--- config.mk ---
export PLATFORM = sky130hd
export DESIGN_NAME = booth_job_sequencer_flat
export DESIGN_NICKNAME = d
export VERILOG_FILES = /design/src/rtl/booth_job_sequencer_if.sv /design/src/rtl/booth_job_sequencer.sv /design/src/flat_wrapper.sv
export SDC_FILE = /design/constraint.sdc
export NUM_CORES = 1
export LEC_CHECK = 0
export CAP_MARGIN = 10
export CORE_MARGIN = 4
export CORE_UTILIZATION = 43
export CTS_BUF_LIST = sky130_fd_sc_hd__clkbuf_8
export DETAILED_ROUTE_END_ITERATION = 10
export GPL_ROUTABILITY_DRIVEN = 1
export HOLD_SLACK_MARGIN = 0.1
export PLACE_DENSITY = 0.64
export SYNTH_ARGS = -nofsm -noshare
export SYNTH_HDL_FRONTEND = slang
export SYNTH_SLANG_ARGS = --single-unit
--- constraint.sdc ---
create_clock -name clk -period 5.5 [get_ports clk]
set_input_delay 1.65 -clock clk [delete_from_list [all_inputs] [get_ports clk]]
set_output_delay 1.65 -clock clk [all_outputs]
set_load 0.05 [all_outputs]
--- src/rtl/booth_job_sequencer_if.sv ---
// Bundle of the three handshakes around booth_job_sequencer:
//   upstream operand stream  : In_Valid/In_Ready/In_M/In_N
//   Booth multiplier control : Mul_M/Mul_N/Mul_Start/Mul_Reset/Mul_Product/Mul_Ready
//   downstream result stream : Out_Valid/Out_Ready/Out_Product/Out_Err (+Out_Mismatch)
//   status                   : Busy
// slave  = the sequencer's view, master = the surrounding environment's view.
// Optional macro BOOTH_SEQ_CHECK_EN adds the Out_Mismatch signal.
interface booth_job_sequencer_if;
  logic        In_Valid;
  logic        In_Ready;
  logic [7:0]  In_M;
  logic [7:0]  In_N;
  logic [7:0]  Mul_M;
  logic [7:0]  Mul_N;
  logic        Mul_Start;
  logic        Mul_Reset;
  logic [16:0] Mul_Product;
  logic        Mul_Ready;
  logic        Out_Valid;
  logic        Out_Ready;
  logic [15:0] Out_Product;
  logic        Out_Err;
  logic        Busy;
`ifdef BOOTH_SEQ_CHECK_EN
  logic        Out_Mismatch;
`endif

  modport slave (
`ifdef BOOTH_SEQ_CHECK_EN
    output Out_Mismatch,
`endif
    input  In_Valid, In_M, In_N, Mul_Product, Mul_Ready, Out_Ready,
    output In_Ready, Mul_M, Mul_N, Mul_Start, Mul_Reset, Out_Valid, Out_Product, Out_Err, Busy
  );

  modport master (
`ifdef BOOTH_SEQ_CHECK_EN
    input  Out_Mismatch,
`endif
    output In_Valid, In_M, In_N, Mul_Product, Mul_Ready, Out_Ready,
    input  In_Ready, Mul_M, Mul_N, Mul_Start, Mul_Reset, Out_Valid, Out_Product, Out_Err, Busy
  );
endinterface

--- src/rtl/booth_job_sequencer.sv ---
// Operand scheduler in front of a sequential Booth multiplier. Buffers signed 8-bit operand
// pairs in a FIFO, runs each through the multiplier's Reset/Start/Ready protocol with a
// per-job timeout, and presents the 16-bit product on a valid/ready output.
// Ports:
//   clk   - clock, all logic on posedge
//   Reset - synchronous active-high reset
//   bus   - booth_job_sequencer_if.slave (operand in, multiplier control, result out, Busy)
// Optional macro BOOTH_SEQ_CHECK_EN: adds Out_Mismatch, set when a non-timeout result differs
// from the true signed product of the issued operands.
module booth_job_sequencer #(
  parameter int unsigned DEPTH      = 4,
  parameter int unsigned CLR_CYCLES = 4,
  parameter int unsigned TIMEOUT    = 255
) (
  input logic                  clk,
  input logic                  Reset,
  booth_job_sequencer_if.slave bus
);

  localparam int unsigned PtrW = $clog2(DEPTH);
  localparam int unsigned CntW = $clog2(DEPTH + 1);
  localparam int unsigned ClrW = $clog2(CLR_CYCLES + 1);

  localparam logic [1:0] StIdle  = 2'd0;
  localparam logic [1:0] StClear = 2'd1;
  localparam logic [1:0] StRun   = 2'd2;
  localparam logic [1:0] StDone  = 2'd3;

  // FIFO storage, entry = {M, N}
  logic [15:0]     mem_q [DEPTH];
  logic [PtrW-1:0] wr_ptr_q, rd_ptr_q;
  logic [CntW-1:0] count_q, count_d;

  logic [1:0]      state_q, state_d;
  logic [ClrW-1:0] clr_cnt_q, clr_cnt_d;
  logic [7:0]      to_cnt_q, to_cnt_d;

  logic [7:0]      mul_m_q, mul_m_d, mul_n_q, mul_n_d;
  logic            mul_start_q, mul_reset_q;
  logic            out_valid_q, out_valid_d;
  logic [15:0]     out_product_q, out_product_d;
  logic            out_err_q, out_err_d;
  logic            busy_q;

  logic full, empty, push, pop;

  // Bit 16 only duplicates the sign; the result is taken from [15:0].
  logic unused_prod_sign;
  assign unused_prod_sign = bus.Mul_Product[16];

  assign full  = (count_q == CntW'(DEPTH));
  assign empty = (count_q == '0);
  // No bypass: a pop in the same cycle does not open a slot while full.
  assign bus.In_Ready = !full && !Reset;
  assign push  = bus.In_Valid && bus.In_Ready;
  assign pop   = (state_q == StIdle) && !empty;
  assign count_d = count_q + CntW'(push) - CntW'(pop);

`ifdef BOOTH_SEQ_CHECK_EN
  logic               mismatch_q, mismatch_d;
  logic signed [15:0] m_ext, n_ext, ref_prod;
  assign m_ext    = 16'($signed(mul_m_q));
  assign n_ext    = 16'($signed(mul_n_q));
  assign ref_prod = m_ext * n_ext;
  assign bus.Out_Mismatch = mismatch_q;
`endif

  always_comb begin
    state_d       = state_q;
    clr_cnt_d     = clr_cnt_q;
    to_cnt_d      = to_cnt_q;
    mul_m_d       = mul_m_q;
    mul_n_d       = mul_n_q;
    out_valid_d   = out_valid_q;
    out_product_d = out_product_q;
    out_err_d     = out_err_q;
`ifdef BOOTH_SEQ_CHECK_EN
    mismatch_d    = mismatch_q;
`endif
    case (state_q)
      StIdle: begin
        if (!empty) begin
          {mul_m_d, mul_n_d} = mem_q[rd_ptr_q];
          clr_cnt_d          = ClrW'(CLR_CYCLES);
          state_d            = StClear;
        end
      end
      StClear: begin
        // Counter parks at 0 while a stale Ready is still high.
        if (clr_cnt_q <= ClrW'(1)) begin
          clr_cnt_d = '0;
          if (!bus.Mul_Ready) begin
            to_cnt_d = '0;
            state_d  = StRun;
          end
        end else begin
          clr_cnt_d = clr_cnt_q - ClrW'(1);
        end
      end
      StRun: begin
        to_cnt_d = to_cnt_q + 8'd1;
        if (bus.Mul_Ready) begin
          out_product_d = bus.Mul_Product[15:0];
          out_err_d     = 1'b0;
          out_valid_d   = 1'b1;
`ifdef BOOTH_SEQ_CHECK_EN
          mismatch_d    = (bus.Mul_Product[15:0] != ref_prod);
`endif
          state_d       = StDone;
        end else if (to_cnt_d == 8'(TIMEOUT)) begin
          out_product_d = '0;
          out_err_d     = 1'b1;
          out_valid_d   = 1'b1;
`ifdef BOOTH_SEQ_CHECK_EN
          mismatch_d    = 1'b0;
`endif
          state_d       = StDone;
        end
      end
      default: begin
        if (bus.Out_Ready) begin
          out_valid_d = 1'b0;
          state_d     = StIdle;
        end
      end
    endcase
  end

  always_ff @(posedge clk) begin
    if (push) mem_q[wr_ptr_q] <= {bus.In_M, bus.In_N};
  end

  always_ff @(posedge clk) begin
    if (Reset) begin
      wr_ptr_q      <= '0;
      rd_ptr_q      <= '0;
      count_q       <= '0;
      state_q       <= StIdle;
      clr_cnt_q     <= '0;
      to_cnt_q      <= '0;
      mul_m_q       <= '0;
      mul_n_q       <= '0;
      mul_start_q   <= 1'b0;
      mul_reset_q   <= 1'b1;
      out_valid_q   <= 1'b0;
      out_product_q <= '0;
      out_err_q     <= 1'b0;
      busy_q        <= 1'b0;
`ifdef BOOTH_SEQ_CHECK_EN
      mismatch_q    <= 1'b0;
`endif
    end else begin
      if (push) wr_ptr_q <= wr_ptr_q + PtrW'(1);
      if (pop)  rd_ptr_q <= rd_ptr_q + PtrW'(1);
      count_q       <= count_d;
      state_q       <= state_d;
      clr_cnt_q     <= clr_cnt_d;
      to_cnt_q      <= to_cnt_d;
      mul_m_q       <= mul_m_d;
      mul_n_q       <= mul_n_d;
      // Multiplier is held in reset everywhere except RUN.
      mul_start_q   <= (state_d == StRun);
      mul_reset_q   <= (state_d != StRun);
      out_valid_q   <= out_valid_d;
      out_product_q <= out_product_d;
      out_err_q     <= out_err_d;
      busy_q        <= (state_d != StIdle) || (count_d != '0);
`ifdef BOOTH_SEQ_CHECK_EN
      mismatch_q    <= mismatch_d;
`endif
    end
  end

  assign bus.Mul_M       = mul_m_q;
  assign bus.Mul_N       = mul_n_q;
  assign bus.Mul_Start   = mul_start_q;
  assign bus.Mul_Reset   = mul_reset_q;
  assign bus.Out_Valid   = out_valid_q;
  assign bus.Out_Product = out_product_q;
  assign bus.Out_Err     = out_err_q;
  assign bus.Busy        = busy_q;

endmodule

--- src/flat_wrapper.sv ---
// flat-port wrapper written by rule: the top's interface ports become plain ports
module booth_job_sequencer_flat 
#(
  parameter int unsigned DEPTH      = 4,
  parameter int unsigned CLR_CYCLES = 4,
  parameter int unsigned TIMEOUT    = 255
)
  (clk, Reset, bus_In_Valid, bus_In_M, bus_In_N, bus_Mul_Product, bus_Mul_Ready, bus_Out_Ready, bus_In_Ready, bus_Mul_M, bus_Mul_N, bus_Mul_Start, bus_Mul_Reset, bus_Out_Valid, bus_Out_Product, bus_Out_Err, bus_Busy);
  booth_job_sequencer_if bus_i ();
  input logic clk;
  input logic Reset;
  input wire logic [$bits(bus_i.In_Valid)-1:0] bus_In_Valid;
  input wire logic [$bits(bus_i.In_M)-1:0] bus_In_M;
  input wire logic [$bits(bus_i.In_N)-1:0] bus_In_N;
  input wire logic [$bits(bus_i.Mul_Product)-1:0] bus_Mul_Product;
  input wire logic [$bits(bus_i.Mul_Ready)-1:0] bus_Mul_Ready;
  input wire logic [$bits(bus_i.Out_Ready)-1:0] bus_Out_Ready;
  output wire logic [$bits(bus_i.In_Ready)-1:0] bus_In_Ready;
  output wire logic [$bits(bus_i.Mul_M)-1:0] bus_Mul_M;
  output wire logic [$bits(bus_i.Mul_N)-1:0] bus_Mul_N;
  output wire logic [$bits(bus_i.Mul_Start)-1:0] bus_Mul_Start;
  output wire logic [$bits(bus_i.Mul_Reset)-1:0] bus_Mul_Reset;
  output wire logic [$bits(bus_i.Out_Valid)-1:0] bus_Out_Valid;
  output wire logic [$bits(bus_i.Out_Product)-1:0] bus_Out_Product;
  output wire logic [$bits(bus_i.Out_Err)-1:0] bus_Out_Err;
  output wire logic [$bits(bus_i.Busy)-1:0] bus_Busy;
  assign bus_i.In_Valid = bus_In_Valid;
  assign bus_i.In_M = bus_In_M;
  assign bus_i.In_N = bus_In_N;
  assign bus_i.Mul_Product = bus_Mul_Product;
  assign bus_i.Mul_Ready = bus_Mul_Ready;
  assign bus_i.Out_Ready = bus_Out_Ready;
  assign bus_In_Ready = bus_i.In_Ready;
  assign bus_Mul_M = bus_i.Mul_M;
  assign bus_Mul_N = bus_i.Mul_N;
  assign bus_Mul_Start = bus_i.Mul_Start;
  assign bus_Mul_Reset = bus_i.Mul_Reset;
  assign bus_Out_Valid = bus_i.Out_Valid;
  assign bus_Out_Product = bus_i.Out_Product;
  assign bus_Out_Err = bus_i.Out_Err;
  assign bus_Busy = bus_i.Busy;
  booth_job_sequencer #(.DEPTH(DEPTH), .CLR_CYCLES(CLR_CYCLES), .TIMEOUT(TIMEOUT)) u_core (.clk(clk), .Reset(Reset), .bus(bus_i));
endmodule
# After elaboration in Yosys (flattened, before gate mapping)
# Memories as Yosys holds them, arrays and structs flattened. A register that Yosys moved wholly into a read port is not among the register bits.
# Cells that the tools add are included.
# W data, S select, Z words.
dict set report classes {
  add_sub_neg 6
  multipliers 0
  div_mod_pow 0
  magnitude_cmp 1
  n_eq_ne 10
  shift 0
  mux 22
  bitwise 2
  reduce_logical 21
}
# operator n
set op_table {}
lappend op_table {{$mux W16} 2}
lappend op_table {{$mux W8} 2}
lappend op_table {{$pmux W8 S2} 1}
lappend op_table {{$mux W2} 6}
lappend op_table {{$reduce_bool A2 Y1} 5}
lappend op_table {{$add A8 B1 Y8 const B} 1}
lappend op_table {{$eq A8 B8 Y1 const B} 1}
lappend op_table {{$mux W1} 6}
lappend op_table {{$mux W3} 2}
lappend op_table {{$ne A2 B2 Y1 const B} 3}
lappend op_table {{$pmux W2 S3} 1}
lappend op_table {{$pmux W3 S2} 1}
lappend op_table {{$reduce_and A2 Y1} 3}
lappend op_table {{$reduce_and A3 Y1} 2}
lappend op_table {{$add A2 B1 Y2 const B} 2}
lappend op_table {{$eq A2 B2 Y1 const B} 2}
lappend op_table {{$add A3 B1 Y3} 1}
lappend op_table {{$eq A3 B3 Y1 const B} 1}
lappend op_table {{$le A3 B1 Y1 const B} 1}
lappend op_table {{$logic_and A1 B1 Y1} 3}
lappend op_table {{$logic_not A1 Y1} 3}
lappend op_table {{$logic_not A3 Y1} 1}
lappend op_table {{$ne A3 B2 Y1 const B} 1}
lappend op_table {{$reduce_bool A3 Y1} 1}
lappend op_table {{other kinds (9)} 10}
dict set report word_totals {
  ff_bits 41
  latchBits 0
  ramBits 64
  rom_bits 0
  output_inout_bits 38
  n_memories 1
}
# name words word_bits rd rd_clocked_by_memory_dff wr line
set mem_list {}
lappend mem_list {u_core.mem_q 4 16 1 1 1 booth_job_sequencer.sv:30} ;# logic [15:0] mem_q [DEPTH];

# Depth between registers and ports, before layout
# Gate-level depths: netlist (run 1).
dict set report logic_depth {
  ltp_word 8
  mapped_depth 15
}

# Worst setup path after synthesis (run 1)
# Ideal clock, no wire load.
dict set report synth_path {
  path_kind {input to register}
  startpoint {input port Reset}
  endpoint {register u_core.busy_q (netlist: u_core.bus.Busy)}
  setup_time_ns 0.120
  arrival_time_ns 4.127
  t_required_ns 5.380
  setup_slack_ns 1.253
  stages 11
  n_path_buf 1
  path_cell_list {a21oi_1 -> and2_1 -> clkbuf_1 -> ha_1 -> inv_1 -> fa_1 -> xor2_1 -> xnor2_1 -> a31oi_1 -> nor3_1 -> a21oi_1}
}
dict set report synth_between {
  elab_chain_cells 7
}
# item line
set synth_lines {}
lappend synth_lines {{from (decl)} flat_wrapper.sv:11} ;# input logic Reset;
lappend synth_lines {{$logic_not A1 Y1} booth_job_sequencer.sv:54} ;# assign bus.In_Ready = !full && !Reset;
lappend synth_lines {{$logic_and A1 B1 Y1} booth_job_sequencer.sv:54}
lappend synth_lines {{$logic_and A1 B1 Y1} booth_job_sequencer.sv:55} ;# assign push = bus.In_Valid && bus.In_Ready;
lappend synth_lines {{via u_core.push} booth_job_sequencer.sv:45} ;# logic full, empty, push, pop;
lappend synth_lines {{$add A3 B1 Y3} booth_job_sequencer.sv:57} ;# assign count_d = count_q + CntW'(push) - CntW'(pop);
lappend synth_lines {{$sub A3 B1 Y3} booth_job_sequencer.sv:57}
lappend synth_lines {{$reduce_bool A3 Y1} booth_job_sequencer.sv:167} ;# busy_q <= (state_d != StIdle) || (count_d != '0);
lappend synth_lines {{$logic_or A1 B1 Y1} booth_job_sequencer.sv:167}
lappend synth_lines {{to (signal assigned)} booth_job_sequencer.sv:167}
lappend synth_lines {{to (decl)} booth_job_sequencer.sv:43} ;# logic busy_q;
# The timed path passes the listed nets, and every way through them passes these cells.
# A chain may end at the register's enable or synchronous reset.

# Worst setup path in the final report (run 1)
dict set report layout_path {
  startpoint {input port Reset}
  endpoint {output port bus_In_Ready}
}
dict set report layout_between {
  elab_chain_cells 2
}
# item line
set layout_lines {}
lappend layout_lines {{$logic_not A1 Y1} booth_job_sequencer.sv:54}
lappend layout_lines {{$logic_and A1 B1 Y1} booth_job_sequencer.sv:54}
lappend layout_lines {{to (decl)} flat_wrapper.sv:18} ;# output wire logic [$bits(bus_i.In_Ready)-1:0] bus_In_Ready;
# Every way passes these cells.

==> flow_metrics.env, run 1 <==
export IMPL_yosys_area_top_type_share=0.407
export IMPL_grt_max_degree=40
export IMPL_setup_viol=0
export IMPL_synth_fp_nets=412
export IMPL_cts_tree="done"
export IMPL_fin_crit_sh=0.805
export IMPL_slew_violations=0
export IMPL_comb_power_share=0.322
export IMPL_switching_share=0.355
export IMPL_area_delta_synth_final_pct=26.1
export IMPL_synth_top_area_cell="edfxtp_1"
export IMPL_dr_pass1_iters=4
export IMPL_holdPathEnd="u_core.bus.Mul_M[3]"
export IMPL_reg2reg_depth=13
export IMPL_core_um2=10800
export IMPL_tightest_slew_ns=1.13
export IMPL_max_clock_path_buffers=2
export IMPL_drc=0
export IMPL_synth_edf_count=64
export IMPL_finalWirelength_um=9240
export IMPL_hold_viol=0
export IMPL_std_cell_rows=38
export IMPL_synth_cells=364
export IMPL_p_clk_frac=0.267
export IMPL_multi_input_area_um2=1520
export IMPL_htreeDepth=4
export IMPL_p_leak_nw=2.03
export IMPL_clk_pin_slew_ns=0.07
export IMPL_synth_ff_type="edfxtp_1"
export IMPL_hpwl_um=5840
export IMPL_gr_usage_all_layers=0.156
export IMPL_rr_startpoint="u_core.count_q[2]"
export IMPL_synth_cell_types=42
export IMPL_post_route_cell_area_um2=5960
export IMPL_post_cts_buffers=0
export IMPL_powerDensity_nw_per_um2=471
export IMPL_fin_skew_ns=0.00766
export IMPL_hold_depth=2
export IMPL_drtAntennaViolNets=0
export IMPL_cts_root_buffer="clkbuf_8"
export IMPL_finalNetCount=486
export IMPL_seqCellArea_um2=3060
export IMPL_totalNegativeSetupSlack_ns=0
export IMPL_synth_avg_cell_area_um2=13.0
export IMPL_first_global_vias=3180
export IMPL_status="completed"
export IMPL_hold_class="flop to flop"
export IMPL_crit_required_ns=3.85
export IMPL_clock_latency_ns=0.41
export IMPL_clock_sinks=121
export IMPL_fp_dieH_um=113
export IMPL_die_area_um2=12700
export IMPL_antenna_found_initial=0
export IMPL_critPathCaptureType="output pin"
export IMPL_ys_ff_latch=121
export IMPL_cts_resized_gates=0
export IMPL_whs_ns=0.456
export IMPL_worstSetupStartpointType="input port"
export IMPL_num_antenna_cells=0
export IMPL_pin_count=76
export IMPL_initial_core_util=0.438
export IMPL_p_seq_frac=0.411
export IMPL_wl_per_cell_um=15.6
export IMPL_p_switching_mw=0.998
export IMPL_fillCellCount=936
export IMPL_via_per_inst=5.20
export IMPL_fin_util=0.552
export IMPL_r2r_end="u_core.bus.Busy"
export IMPL_die_w_um=113
export IMPL_intPower_mw=1.81
export IMPL_hold_buffers=0
export IMPL_drive_above_1_share=0.115
export IMPL_crit_type="input port to output pin"
export IMPL_place_area_um2=5570
export IMPL_netlist_area_um2=4730
export IMPL_arrival_ns=2.78
export IMPL_grt_pass1_wl_um=15600
export IMPL_numPortBuffers=74
export IMPL_rsz0062_at_grt="no"
export IMPL_fmax_mhz=226
export IMPL_min_from="u_core.bus.Mul_M[3]"
export IMPL_relSlewSlack=0.243
export IMPL_yosys_warnings=0
export IMPL_worst_path_max_fanout=6
export IMPL_async_reset_ff_frac=0
export IMPL_drv_cap=0
export IMPL_period_minus_slack_ns=4.43
export IMPL_yosysSeqAreaShare=0.648
export IMPL_cts_buffers=17
export IMPL_ir_drop_v=0.000302
export IMPL_gp_congestion=0.740
export IMPL_synthTopCellsByArea="edfxtp_1 41%, dfxtp_1 24%, mux4_2 7.6%, a21oi_1 4.0%, a32o_1 3.4%"
export IMPL_reg2reg_slack_ns=1.99
export IMPL_grt_overflow_total=0
export IMPL_vias=3071
export IMPL_first_iter_violations=118
==> critical path, cell delays in order <==
cell and delay, ns:
clkdlybuf4s50_1 0.45, a21oi_1 0.46, buf_12 0.21
==> cells in the final DEF (no fill, tap or decap), drive strengths merged, types with 5 or more instances in the layout <==
cell / instances
dfxtp: 57
and3: 6
clkdlybuf4s50: 73
nor2: 25
a32o: 16
clkinvlp: 5
o21ai: 12
mux4: 16
clkbuf: 17
inv: 16
a21oi: 38
nand2: 40
ha: 9
edfxtp: 64
clkinv: 6
==> kinds of logic (layout without fill, tap and decap cells) <==
group / count (synthesis) / in the layout / share of synthesized area
fa+ha+maj: 10 / 10 / 0.0281
buf+inv: 35 / 122 / 0.0323
flops: 121 / 121 / 0.648
xor+xnor: 5 / 5 / 0.00927
simple gates: 99 / 99 / 0.0993
mux: 16 / 16 / 0.0762
compound gates: 78 / 78 / 0.107
==> through the flow <==
stage | power (mW) | worst slack, ns | instances
global route | 2.99 | 1.01 | 591
floorplan | 1.81 | 1.25 | 364
finish | 2.81 | 1.07 | 591
global placement | 2.08 | 1.14 | 559
detailed placement | 2.09 | 1.09 | 559
CTS | 2.85 | 1.08 | 591
==> worst max path at each step <==
| stage | endpoint | startpoint | cells after the start | slack, ns |
|---|---|---|---|---|
| 2_1_floorplan | u_core.bus.Busy | Reset | 11 | 1.25 |
| 3_3_place_gp | bus_In_Ready | Reset | 3 | 1.14 |
| 3_5_place_dp | bus_In_Ready | Reset | 3 | 1.09 |
| 4_1_cts | bus_In_Ready | Reset | 3 | 1.08 |
| 5_1_grt | bus_In_Ready | Reset | 3 | 1.01 |
| 6_report | bus_In_Ready | Reset | 3 | 1.07 |
==> synth_stat cells, types with 2 or more instances <==
cell,n
xor2_1,2
nor2_1,25
clkbuf_1,12
o21ai_0,12
inv_1,13
nor2b_1,2
a21boi_0,2
nor3_1,4
dfxtp_1,57
ha_1,9
nand4b_1,3
nor3b_1,2
edfxtp_1,64
nand2_1,40
buf_1,2
a21oi_1,38
a31oi_1,2
nand2b_1,2
and3_1,6
a32o_1,16
xnor2_1,3
mux4_2,16
buf_6,2
buf_2,5
nand3_1,3
or3_1,2
nand3b_1,2
a32oi_1,2
and2_1,3
==> layout make-up <==
class                   count  share of cell area
clock inverters            15              0.0258
well taps                 140              0.0294
repair buffers             76               0.128
flip-flops and latches    121               0.514
clock buffers              17              0.0393
multi-input cells         208               0.254
inverters                  14             0.00882
==> power by group through the flow <==
| stage | clock network (mW) | registers, mW | logic [mW] |
|---|---|---|---|
| after global routing | 0.819 | 1.18 | 0.998 |
| after global placement | 0 | 1.17 | 0.909 |
| final | 0.750 | 1.16 | 0.904 |
| after CTS | 0.775 | 1.16 | 0.920 |
| after detailed placement | 0 | 1.18 | 0.918 |
| after floorplan | 0 | 1.36 | 0.447 |
==> metal layers <==
| metal | global-route usage | part of all wire | vias up |
|---|---|---|---|
| li1 | - | - | 1501 |
| met1 | 0.198 | 0.48 | 1493 |
| met2 | 0.256 | 0.47 | 66 |
| met3 | 0.0433 | 0.042 | 11 |
| met4 | 0.0569 | 0.013 | 0 |
| met5 | 0 | 0 | - |
==> flip-flops by register name, summed over array words and instances (netlist names) <==
name                    flops
u_core.mem_q               64
u_core.bus.Out_Product     16
u_core.bus.Mul_M            8
u_core.bus.Mul_N            8
u_core.to_cnt_q             8
u_core.clr_cnt_q            3
u_core.count_q              3
u_core.rd_ptr_q             2
u_core.state_q              2
u_core.wr_ptr_q             2
u_core.bus.Busy             1
u_core.bus.Mul_Reset        1
u_core.bus.Mul_Start        1
u_core.bus.Out_Err          1
u_core.bus.Out_Valid        1
Power figures use the tool's default switching activity.
==> run 2: changes to the inputs <==
- PLACE_DENSITY: 0.64 -> 0.67
- clock period: 5.5 -> 3.95 ns (I/O delays scaled with it)
==> flow_metrics.env, run 2 (synthesis results as in run 1) <==
export IMPL_status="completed"
export IMPL_setup_viol=0
export IMPL_period_minus_slack_ns=3.30
export IMPL_setup_slack_ns=0.649
export IMPL_die_area_um2=12700
export IMPL_grt_max_degree=40
export IMPL_relSlewSlack=0.325
export IMPL_hold_viol=0
export IMPL_hold_buffers=0
export IMPL_antenna_found_initial=0
export IMPL_cts_root_buffer="clkbuf_8"
export IMPL_fin_skew_ns=0.0160
export IMPL_path_cells="clkdlybuf4s50_1, a21oi_1, buf_4, buf_12"
export IMPL_critPathCaptureType="output pin"
export IMPL_gr_usage_all_layers=0.155
export IMPL_fp_dieH_um=113
export IMPL_crit_required_ns=2.76
export IMPL_htreeDepth=4
export IMPL_drc=0
export IMPL_tightest_slew_ns=1.01
export IMPL_initial_core_util=0.438
export IMPL_wl_per_cell_um=15.6
export IMPL_fmax_mhz=303
export IMPL_reg2reg_slack_ns=1.17
export IMPL_area_delta_synth_final_pct=27.0
export IMPL_die_w_um=113
export IMPL_pin_count=76
export IMPL_p_leak_nw=2.07
export IMPL_via_per_inst=5.21
export IMPL_crit_cells=4
export IMPL_clk_pin_slew_ns=0.07
export IMPL_reg2reg_depth=13
export IMPL_post_route_cell_area_um2=6000
export IMPL_fin_util=0.556
export IMPL_crit_type="input port to output pin"
export IMPL_worst_path_max_fanout=5
export IMPL_drive_above_1_share=0.131
export IMPL_max_clock_path_buffers=2
export IMPL_cts_resized_gates=0
export IMPL_powerDensity_nw_per_um2=655
export IMPL_r2r_end="u_core.bus.Busy"
export IMPL_hpwl_um=6090
export IMPL_regMostFlops="u_core.mem_q"
export IMPL_p_total_mw=3.93
export IMPL_post_cts_buffers=0
export IMPL_finalNetCount=494
export IMPL_clock_sinks=121
export IMPL_vias=3118
export IMPL_ir_drop_v=0.000290
export IMPL_drv_cap=0
export IMPL_fin_crit_sh=0.836
export IMPL_arrival_ns=2.12
export IMPL_seqCellArea_um2=3060
export IMPL_largest_reg_flops=64
export IMPL_worstSetupStartpointType="input port"
export IMPL_gp_congestion=0.736
export IMPL_worstPathBufferInverterCount=3
export IMPL_rr_startpoint="u_core.count_q[2]"
export IMPL_rsz0062_at_grt="no"
export IMPL_clock_latency_ns=0.43
export IMPL_std_cell_rows=38
export IMPL_totalNegativeSetupSlack_ns=0
export IMPL_num_antenna_cells=0
export IMPL_cpLargestDelayFamily="buffers and inverters"
export IMPL_final_common_cell="clkdlybuf4s50_1"
export IMPL_fillCellCount=916
export IMPL_drtAntennaViolNets=0
export IMPL_grt_pass1_wl_um=15600
export IMPL_critPathCapture="bus_In_Ready"
export IMPL_slew_violations=0
export IMPL_cts_tree="done"
export IMPL_dr_pass1_iters=4
export IMPL_first_iter_violations=184
export IMPL_multi_input_area_um2=1510
export IMPL_grt_overflow_total=0
export IMPL_place_ws_ns=0.423
export IMPL_cts_buffers=17
export IMPL_layout_common_cells="73 x clkdlybuf4s50_1, 64 x edfxtp_1, 57 x dfxtp_1"
export IMPL_core_um2=10800
export IMPL_finalWirelength_um=9350
export IMPL_hold_class="flop to flop"
export IMPL_startpoint="Reset"
export IMPL_cp_slowest_cell="clkdlybuf4s50_1"
export IMPL_first_global_vias=3147
export IMPL_place_area_um2=5620
export IMPL_max_stage_delay_ns=0.45
export IMPL_numPortBuffers=74
-- run 2: power by group --
group / total [mW] / internal (mW) / leakage, nW / switching (mW)
Clock: 1.03 / 0.508 / 0.182 / 0.525
Combinational: 1.29 / 0.496 / 0.838 / 0.790
Sequential: 1.61 / 1.49 / 1.05 / 0.121
Total: 3.93 / 2.49 / 2.07 / 1.44
-- run 2: tightest hold or removal path: cells and delay by family, from the launching register on --
kind	cells	cell delay, ns
AO/OA/AOI/OAI	1	0.06
buffers and inverters	1	0.04
flip-flops	1	0.31
-- run 2: final cells by class --
cell class                      count  share of cell area
Clock buffer                       17              0.0390
Clock inverter                     15              0.0233
Inverter                           14             0.00876
Multi-Input combinational cell    208               0.252
Sequential cell                   121               0.510
Tap cell                          140              0.0292
Timing Repair Buffer               84               0.138
-- run 2: how the worst min path moves through the flow --
stage,from,end,slack (ns),depth (start not counted)
4_1_cts,u_core.bus.Mul_N[6],u_core.bus.Mul_N[6],0.46,2
3_5_place_dp,u_core.bus.Mul_N[0],u_core.bus.Mul_N[0],0.45,2
5_1_grt,u_core.bus.Mul_M[4],u_core.bus.Mul_M[4],0.48,2
3_3_place_gp,u_core.bus.Out_Err,u_core.bus.Out_Err,0.44,2
6_report,u_core.bus.Out_Err,u_core.bus.Out_Err,0.46,2
2_1_floorplan,u_core.clr_cnt_q[0],u_core.clr_cnt_q[0],0.48,2
-- run 2: layer usage --
layer	vias up	part of all wire	global-route usage
met5	-	0	0
met2	89	0.49	0.254
li1	1516	-	-
met1	1505	0.44	0.196
met3	8	0.061	0.0567
met4	0	0.0083	0.0433
-- run 2: through the flow --
| stage | hold slack, ns | instances |
|---|---|---|
| 4_1_cts | 0.461 | 598 |
| 5_1_grt | 0.479 | 599 |
| 3_3_place_gp | 0.444 | 566 |
| 3_5_place_dp | 0.450 | 566 |
| 2_1_floorplan | 0.482 | 364 |
| 6_report | 0.457 | 599 |
